$ cat src/rtl/serial_rx_pkg.sv
// Shared types and constants for the serial word receiver.
// The PARITY state exists only when SERIAL_WORD_RX_PARITY_EN is defined.
package serial_rx_pkg;

    localparam int SERIAL_WORD_W_DEF = 12;

    typedef enum logic [1:0] {
        IDLE   = 2'd0,
        SHIFT  = 2'd1
`ifdef SERIAL_WORD_RX_PARITY_EN
        ,
        PARITY = 2'd2
`endif
    } rxState_t;

endpackage

$ cat src/rtl/serial_word_rx.sv
// Strobe-driven serial word receiver: start strobe, then WORD_W data strobes MSB-first.
// Define SERIAL_WORD_RX_PARITY_EN to append and check one even-parity bit per frame.
module serial_word_rx
    import serial_rx_pkg::*;
#(
    parameter int WORD_W = SERIAL_WORD_W_DEF
) (
    input  logic                        clk,
    input  logic                        reset,
    input  logic                        start_bit,
    input  logic                        zero_bit,
    input  logic                        one_bit,
    output logic [WORD_W-1:0]           out_word,
    output logic                        word_valid,
    output logic                        frame_err,
    output logic                        busy,
    output logic [$clog2(WORD_W+2)-1:0] bits_left
);

    localparam int CNT_W = $clog2(WORD_W + 2);
`ifdef SERIAL_WORD_RX_PARITY_EN
    localparam int FRAME_LEN = WORD_W + 1;
`else
    localparam int FRAME_LEN = WORD_W;
`endif
    localparam logic [CNT_W-1:0] FRAME_LEN_C = CNT_W'(FRAME_LEN);
    localparam logic [CNT_W-1:0] ONE_C       = CNT_W'(1);

    rxState_t             state, nextState;
    logic [WORD_W-1:0]    shiftReg, nextShift;
    logic [WORD_W-1:0]    outWord, nextOut;
    logic [CNT_W-1:0]     bitsLeft, nextBits;
    logic                 validReg, nextValid;
    logic                 errReg, nextErr;
    logic                 singleBit, conflict;
    logic [WORD_W-1:0]    shifted;

    assign singleBit = zero_bit ^ one_bit;
    assign conflict  = zero_bit & one_bit;
    assign shifted   = {shiftReg[WORD_W-2:0], one_bit};

    // NOTE: every signal gets a default before the case, so no path leaves one unassigned and no latch is inferred.
    always_comb begin
        nextState = state;
        nextShift = shiftReg;
        nextBits  = bitsLeft;
        nextOut   = outWord;
        nextValid = 1'b0;
        nextErr   = 1'b0;

        if (start_bit) begin
            // A start inside a frame aborts it and reloads on the same edge.
            nextErr   = (state != IDLE);
            nextShift = '0;
            nextBits  = FRAME_LEN_C;
            nextState = SHIFT;
        end else if (state != IDLE && conflict) begin
            nextErr   = 1'b1;
            nextBits  = '0;
            nextState = IDLE;
        end else if (singleBit) begin
            case (state)
                SHIFT: begin
                    nextShift = shifted;
                    nextBits  = bitsLeft - ONE_C;
`ifdef SERIAL_WORD_RX_PARITY_EN
                    if (bitsLeft == CNT_W'(2)) nextState = PARITY;
`else
                    if (bitsLeft == ONE_C) begin
                        nextOut   = shifted;
                        nextValid = 1'b1;
                        nextState = IDLE;
                    end
`endif
                end
`ifdef SERIAL_WORD_RX_PARITY_EN
                PARITY: begin
                    nextBits  = '0;
                    nextState = IDLE;
                    if (one_bit == ^shiftReg) begin
                        nextOut   = shiftReg;
                        nextValid = 1'b1;
                    end else begin
                        nextErr   = 1'b1;
                    end
                end
`endif
                default: ;
            endcase
        end
    end

    // NOTE: sequential state uses non-blocking assignments so all registers update together on the edge.
    always_ff @(posedge clk or negedge reset) begin
        if (!reset) begin
            state    <= IDLE;
            shiftReg <= '0;
            outWord  <= '0;
            bitsLeft <= '0;
            validReg <= 1'b0;
            errReg   <= 1'b0;
        end else begin
            state    <= nextState;
            shiftReg <= nextShift;
            outWord  <= nextOut;
            bitsLeft <= nextBits;
            validReg <= nextValid;
            errReg   <= nextErr;
        end
    end

    assign out_word   = outWord;
    assign word_valid = validReg;
    assign frame_err  = errReg;
    assign busy       = (state != IDLE);
    assign bits_left  = bitsLeft;

endmodule
$ cat config.mk
export PLATFORM = sky130hd
export DESIGN_NAME = serial_word_rx
export DESIGN_NICKNAME = d
export VERILOG_FILES = /design/src/rtl/serial_rx_pkg.sv /design/src/rtl/serial_word_rx.sv
export SDC_FILE = /design/constraint.sdc
export NUM_CORES = 1
export LEC_CHECK = 0
export CORE_ASPECT_RATIO = 0.75
export CORE_UTILIZATION = 35
export DETAILED_ROUTE_END_ITERATION = 10
export HOLD_SLACK_MARGIN = 0.02
export PLACE_DENSITY = 0.59
export SLEW_MARGIN = 5
export SYNTH_ARGS = -nofsm -noshare
export SYNTH_HDL_FRONTEND = slang
export SYNTH_SLANG_ARGS = --single-unit
export TNS_END_PERCENT = 1
$ cat constraint.sdc
create_clock -name clk -period 4.1 [get_ports clk]
set_input_delay 0.82 -clock clk [delete_from_list [all_inputs] [get_ports clk]]
set_output_delay 0.82 -clock clk [all_outputs]
set_load 0.05 [all_outputs]
Word level (Yosys, flattened, before mapping)
Cells that the tools add are included.

cells by class
  reduce and logical (&&, ||, !) cells = 11
  equal/unequal tests = 3
  bitwise gates (word level) = 4
  mux-type cells = 20
  add/sub/neg operators = 1

operator list
  operator                                          number
  two-way mux 11 bit                                4
  two-way mux 4 bit                                 4
  two-way mux 2 bit                                 5
  nonzero test 3 bit                                3
  two-way mux 1 bit                                 7
  AND reduction 3 bit                               2
  nonzero test 2 bit                                3
  AND reduction 5 bit                               1
  == test 4 x 1 -> 1 bit, second input constant     1
  subtractor 4 x 1 -> 4 bit, second input constant  1
  == test 2 x 1 -> 1 bit, second input constant     1
  inequality test 2 bit, second input constant      1
  inverter 1 bit                                    2
  AND reduction 2 bit                               1
  bitwise AND 1 bit                                 1
  logical AND 1 bit                                 1
  XOR 1 bit                                         1

word-level totals
  output and inout bits = 19
  input bits = 5
  logic and storage cells = 45
  flip-flop bits (word level) = 31

Depth between registers and ports, before layout
  depth after elaboration = 6
  mapped depth = 5
  depth with buffers taken out = 5

Least setup slack after synthesis
Ideal clock, no wire load.

  path type = input port to flip-flop
  start point = input zero_bit
  end point = register outWord[0], in the netlist out_word[0]
  stages on the path = 5
  path buffers = 1
  slack = 1.981 ns
  arrival = 1.994 ns
  data required time = 3.975 ns
  library setup time = 0.125 ns
  path through = ha_1 > and4bb_4 > nand3_4 > buf_6 > mux2_4

between the ends
  cells in the longest elaborated chain, start to end = 4
  elaborated cells between the ends (all ways) = 5
  classes of those cells = 3 x bitwise; 2 x reduce/logical

RTL lines
  element                                   RTL line               text
  start, declared                           serial_word_rx.sv:11   input logic zero_bit,
  bitwise AND 1 bit                         serial_word_rx.sv:39   assign conflict = zero_bit & one_bit;
  logical AND 1 bit                         serial_word_rx.sv:57   end else if (state != IDLE && conflict) begin
  inverter 1 bit (no source line)           n/a
  AND reduction 5 bit (no source line) (*)  n/a
  end signal, assigned                      serial_word_rx.sv:105  outWord <= nextOut;
  end, declared                             serial_word_rx.sv:31   logic [WORD_W-1:0] outWord, nextOut;

Every way passes the cells marked *; elsewhere a longest branch is shown, timed or not.
A chain may end at the register's enable or synchronous reset.

Worst setup path in the final report
  start point = input one_bit
  end point = register outWord[0], in the netlist out_word[0]

between the ends
  cells in the longest elaborated chain, start to end = 4
  elaborated cells between the ends (all ways) = 5
  classes of those cells = 3 x bitwise; 2 x reduce/logical

RTL lines
  element                               RTL line              text
  start, declared                       serial_word_rx.sv:12  input logic one_bit,
  bitwise AND 1 bit                     serial_word_rx.sv:39
  logical AND 1 bit                     serial_word_rx.sv:57
  inverter 1 bit (no source line)       n/a
  AND reduction 5 bit (no source line)  n/a

Parallel ways exist; a longest one is shown, timed or not.

==> results.py <==
metrics = {
    "run_status": {
        "status": "complete, but fails checks",
        "failed_checks": "design-rule violations",
    },
    "timing": {
        "fin_crit_ps": 2576,
        "setup_viol": 0,
        "tns_ps": 0,
        "rsz0062_at_grt": "false",
        "slew_viol_final": 0,
        "fin_worst_skew_ps": 5.364,
        "finalCritPeriodShare_pct": 62.84,
        "timing.slew.headroom_pct": 56.06,
        "finalWorstSetupSlack_ps": 1524,
        "fmax_mhz": 388.2,
        "max_slew.worst_pin.slew_ps": 656.7,
        "hold_violations": 0,
    },
    "synth": {
        "async_flop_share_pct": 100.0,
        "syn_area_um2": 1261,
        "synth_top_area_share_pct": 59.52,
        "ys_ff_latch": 30,
        "synth_most_common_cell": "dfrtp_1",
        "ys.warnings.count": 0,
        "synth_common_cells": "30 x dfrtp_1, 12 x a22o_1, 9 x mux2_4",
        "ys.flop_type": "dfrtp_1",
        "synth_cells": 89,
        "yosysSeqAreaShare_pct": 59.52,
        "synth.distinct_cells": 23,
        "syn-num-nets": 97,
        "synth_top_cell_by_area": "dfrtp_1",
        "syn_area_per_cell_um2": 14.17,
        "synth_area_leaders": "dfrtp_1 60%, mux2_4 11%, a22o_1 8.3%",
        "synth_edf_count": 0,
    },
    "placement": {
        "dp_cells": 150,
        "dp_slack_ps": 1216,
        "dpl-instance-area_um2": 1530,
        "dp_hpwl_um": 1480,
        "gp_congestion": 0.8392,
        "port_buffers": 23,
    },
    "cts": {
        "ctsHoldBuffers": 0,
        "cts.sinks": 30,
        "cts_tree": "yes",
        "root_buffer": "clkbuf_8",
        "cts.repair.resized": 0,
        "postCtsSetupRepairBufs": 0,
        "numCtsBuffers": 5,
        "clkLatencyLatePin_ps": 270,
        "htreeDepth": 2,
        "clk_pin_slew_ps": 60,
        "clockBufferDepth": 2,
    },
    "die": {
        "coreArea_um2": 3356,
        "die_x_um": 71.32,
        "die_h_um": 53.99,
        "pin_count": 24,
        "rows": 18,
        "die_area_um2": 3850,
        "initial_core_util_pct": 37.58,
    },
    "cells_and_area": {
        "fin_util_pct": 48.32,
        "antenna_cells": 0,
        "final_cells": 158,
        "finalInstanceArea_um2": 1622,
        "nets": 125,
        "areaGrowthSynthToFinish_pct": 28.57,
        "drive_above_1_share_pct": 19.49,
    },
    "critical_path": {
        "end_kind": "register",
        "cp_data_required_time_ps": 4260,
        "crit_type": "in -> reg",
        "r2r-start": "state[0]$_DFFE_PN0P_",
        "critical_path_arrival_ps": 2740,
        "critPathLaunchType": "primary input",
        "setup.worst_path.start": "one_bit",
        "critPathMaxFanout": 13,
    },
    "min_path": {
        "hold_path_class": "reg -> reg",
        "min_from": "out_word[5]$_DFFE_PN0P_",
    },
    "power": {
        "power-per-cell-area_nw_per_um2": 392.4,
        "vdd_drop_max_v": 0.0001211,
        "power.leakage_nw": 0.7818,
    },
    "global_routing": {
        "overflow": 0,
        "grt_max_degree": 31,
        "track_usage_pct": 13.46,
        "grt_pass1_vias": 781,
        "grt_pass1_wl_um": 3739,
        "antenna_found_initial": 0,
    },
    "run": {
        "cap_violations": 0,
    },
    "routing": {
        "drc_errors": 2,
        "drt_iter0_markers": 39,
        "wirelength_um": 2307,
        "routedWlPerCell_um": 14.60,
        "detail-route-antenna-nets": 0,
        "vias_per_cell": 5.101,
        "via_count": 806,
        "drtPass1Iterations": 7,
    },
}
metrics by stage:
step	power, mW	hold WS (ps)
floorplan	0.3729	466.2
global placement	0.4044	491.0
detailed placement	0.4057	491.4
CTS	0.6462	506.1
global route	0.6699	518.2
finish	0.6363	506.4
cells by family after synthesis:
group / synth area share, %
AND/OR/NAND/NOR: 8.534
AO/OA/AOI/OAI: 12.10
multiplexers: 14.19
buffers and inverters: 2.678
flip-flops: 59.52
adder cells (fa/ha/maj): 2.977
report_power, final:
| group | switching [mW] | internal (mW) | total, mW |
|---|---|---|---|
| combinational | 0.0544 | 0.0317 | 0.0861 |
| clock | 0.101 | 0.135 | 0.236 |
| sequential | 0.00974 | 0.304 | 0.314 |
| total | 0.165 | 0.471 | 0.636 |
cell type report:
cell class | instances | area (um^2)
clock buffer | 7 | 86.33
multi-input combinational | 52 | 476.7
sequential | 30 | 750.7
inverter | 4 | 15.01
tap | 40 | 50.05
clock inverter | 1 | 5.005
fill | 284 | 1734
timing repair buffer | 24 | 237.7
cells in the final DEF (no fill, tap or decap), types with 2 or more instances in the layout:
master / synthesis / layout
nor2_1: 7 / 7
inv_1: 4 / 4
ha_1: 3 / 3
mux2_4: 9 / 9
clkbuf_8: 0 / 6
nand2_1: 2 / 2
o21ai_0: 3 / 3
clkdlybuf4s50_1: 0 / 23
dfrtp_1: 30 / 30
a22o_1: 12 / 12
mux2_2: 3 / 3
a21oi_1: 2 / 2
routing by layer:
layer	vias to the layer above	global-route usage [%]	wire length, um
met5	-	0	0
met4	0	6.333	38
met3	5	5.618	100
met2	23	18.73	948
met1	400	18.16	1220
li1	378	-	-
worst max-delay path, cell delays in order:
cell and delay [ps]:
clkdlybuf4s50_1 470, ha_1 440, and4bb_4 380, nand3_4 260
mux2_4 370
worst paths after layout:
kind                                                end  slack [ps]  cells after the start
worst max-delay path            out_word[0]$_DFFE_PN0P_        1520                      5
worst min-delay path            out_word[5]$_DFFE_PN0P_         510                      1
worst max register to register  out_word[0]$_DFFE_PN0P_        2460                      3
worst min register to register  out_word[5]$_DFFE_PN0P_         510                      1
max in group asynchronous       out_word[7]$_DFFE_PN0P_        2880                      2
min in group asynchronous           frame_err$_DFF_PN0_         940                      2
registers in the layout, indices dropped and copies added (netlist names):
signal,flops
shiftReg,11
bits_left,4
out_word,12
state,1
word_valid,1
frame_err,1
No activity file was read; power rests on OpenSTA's default activity.
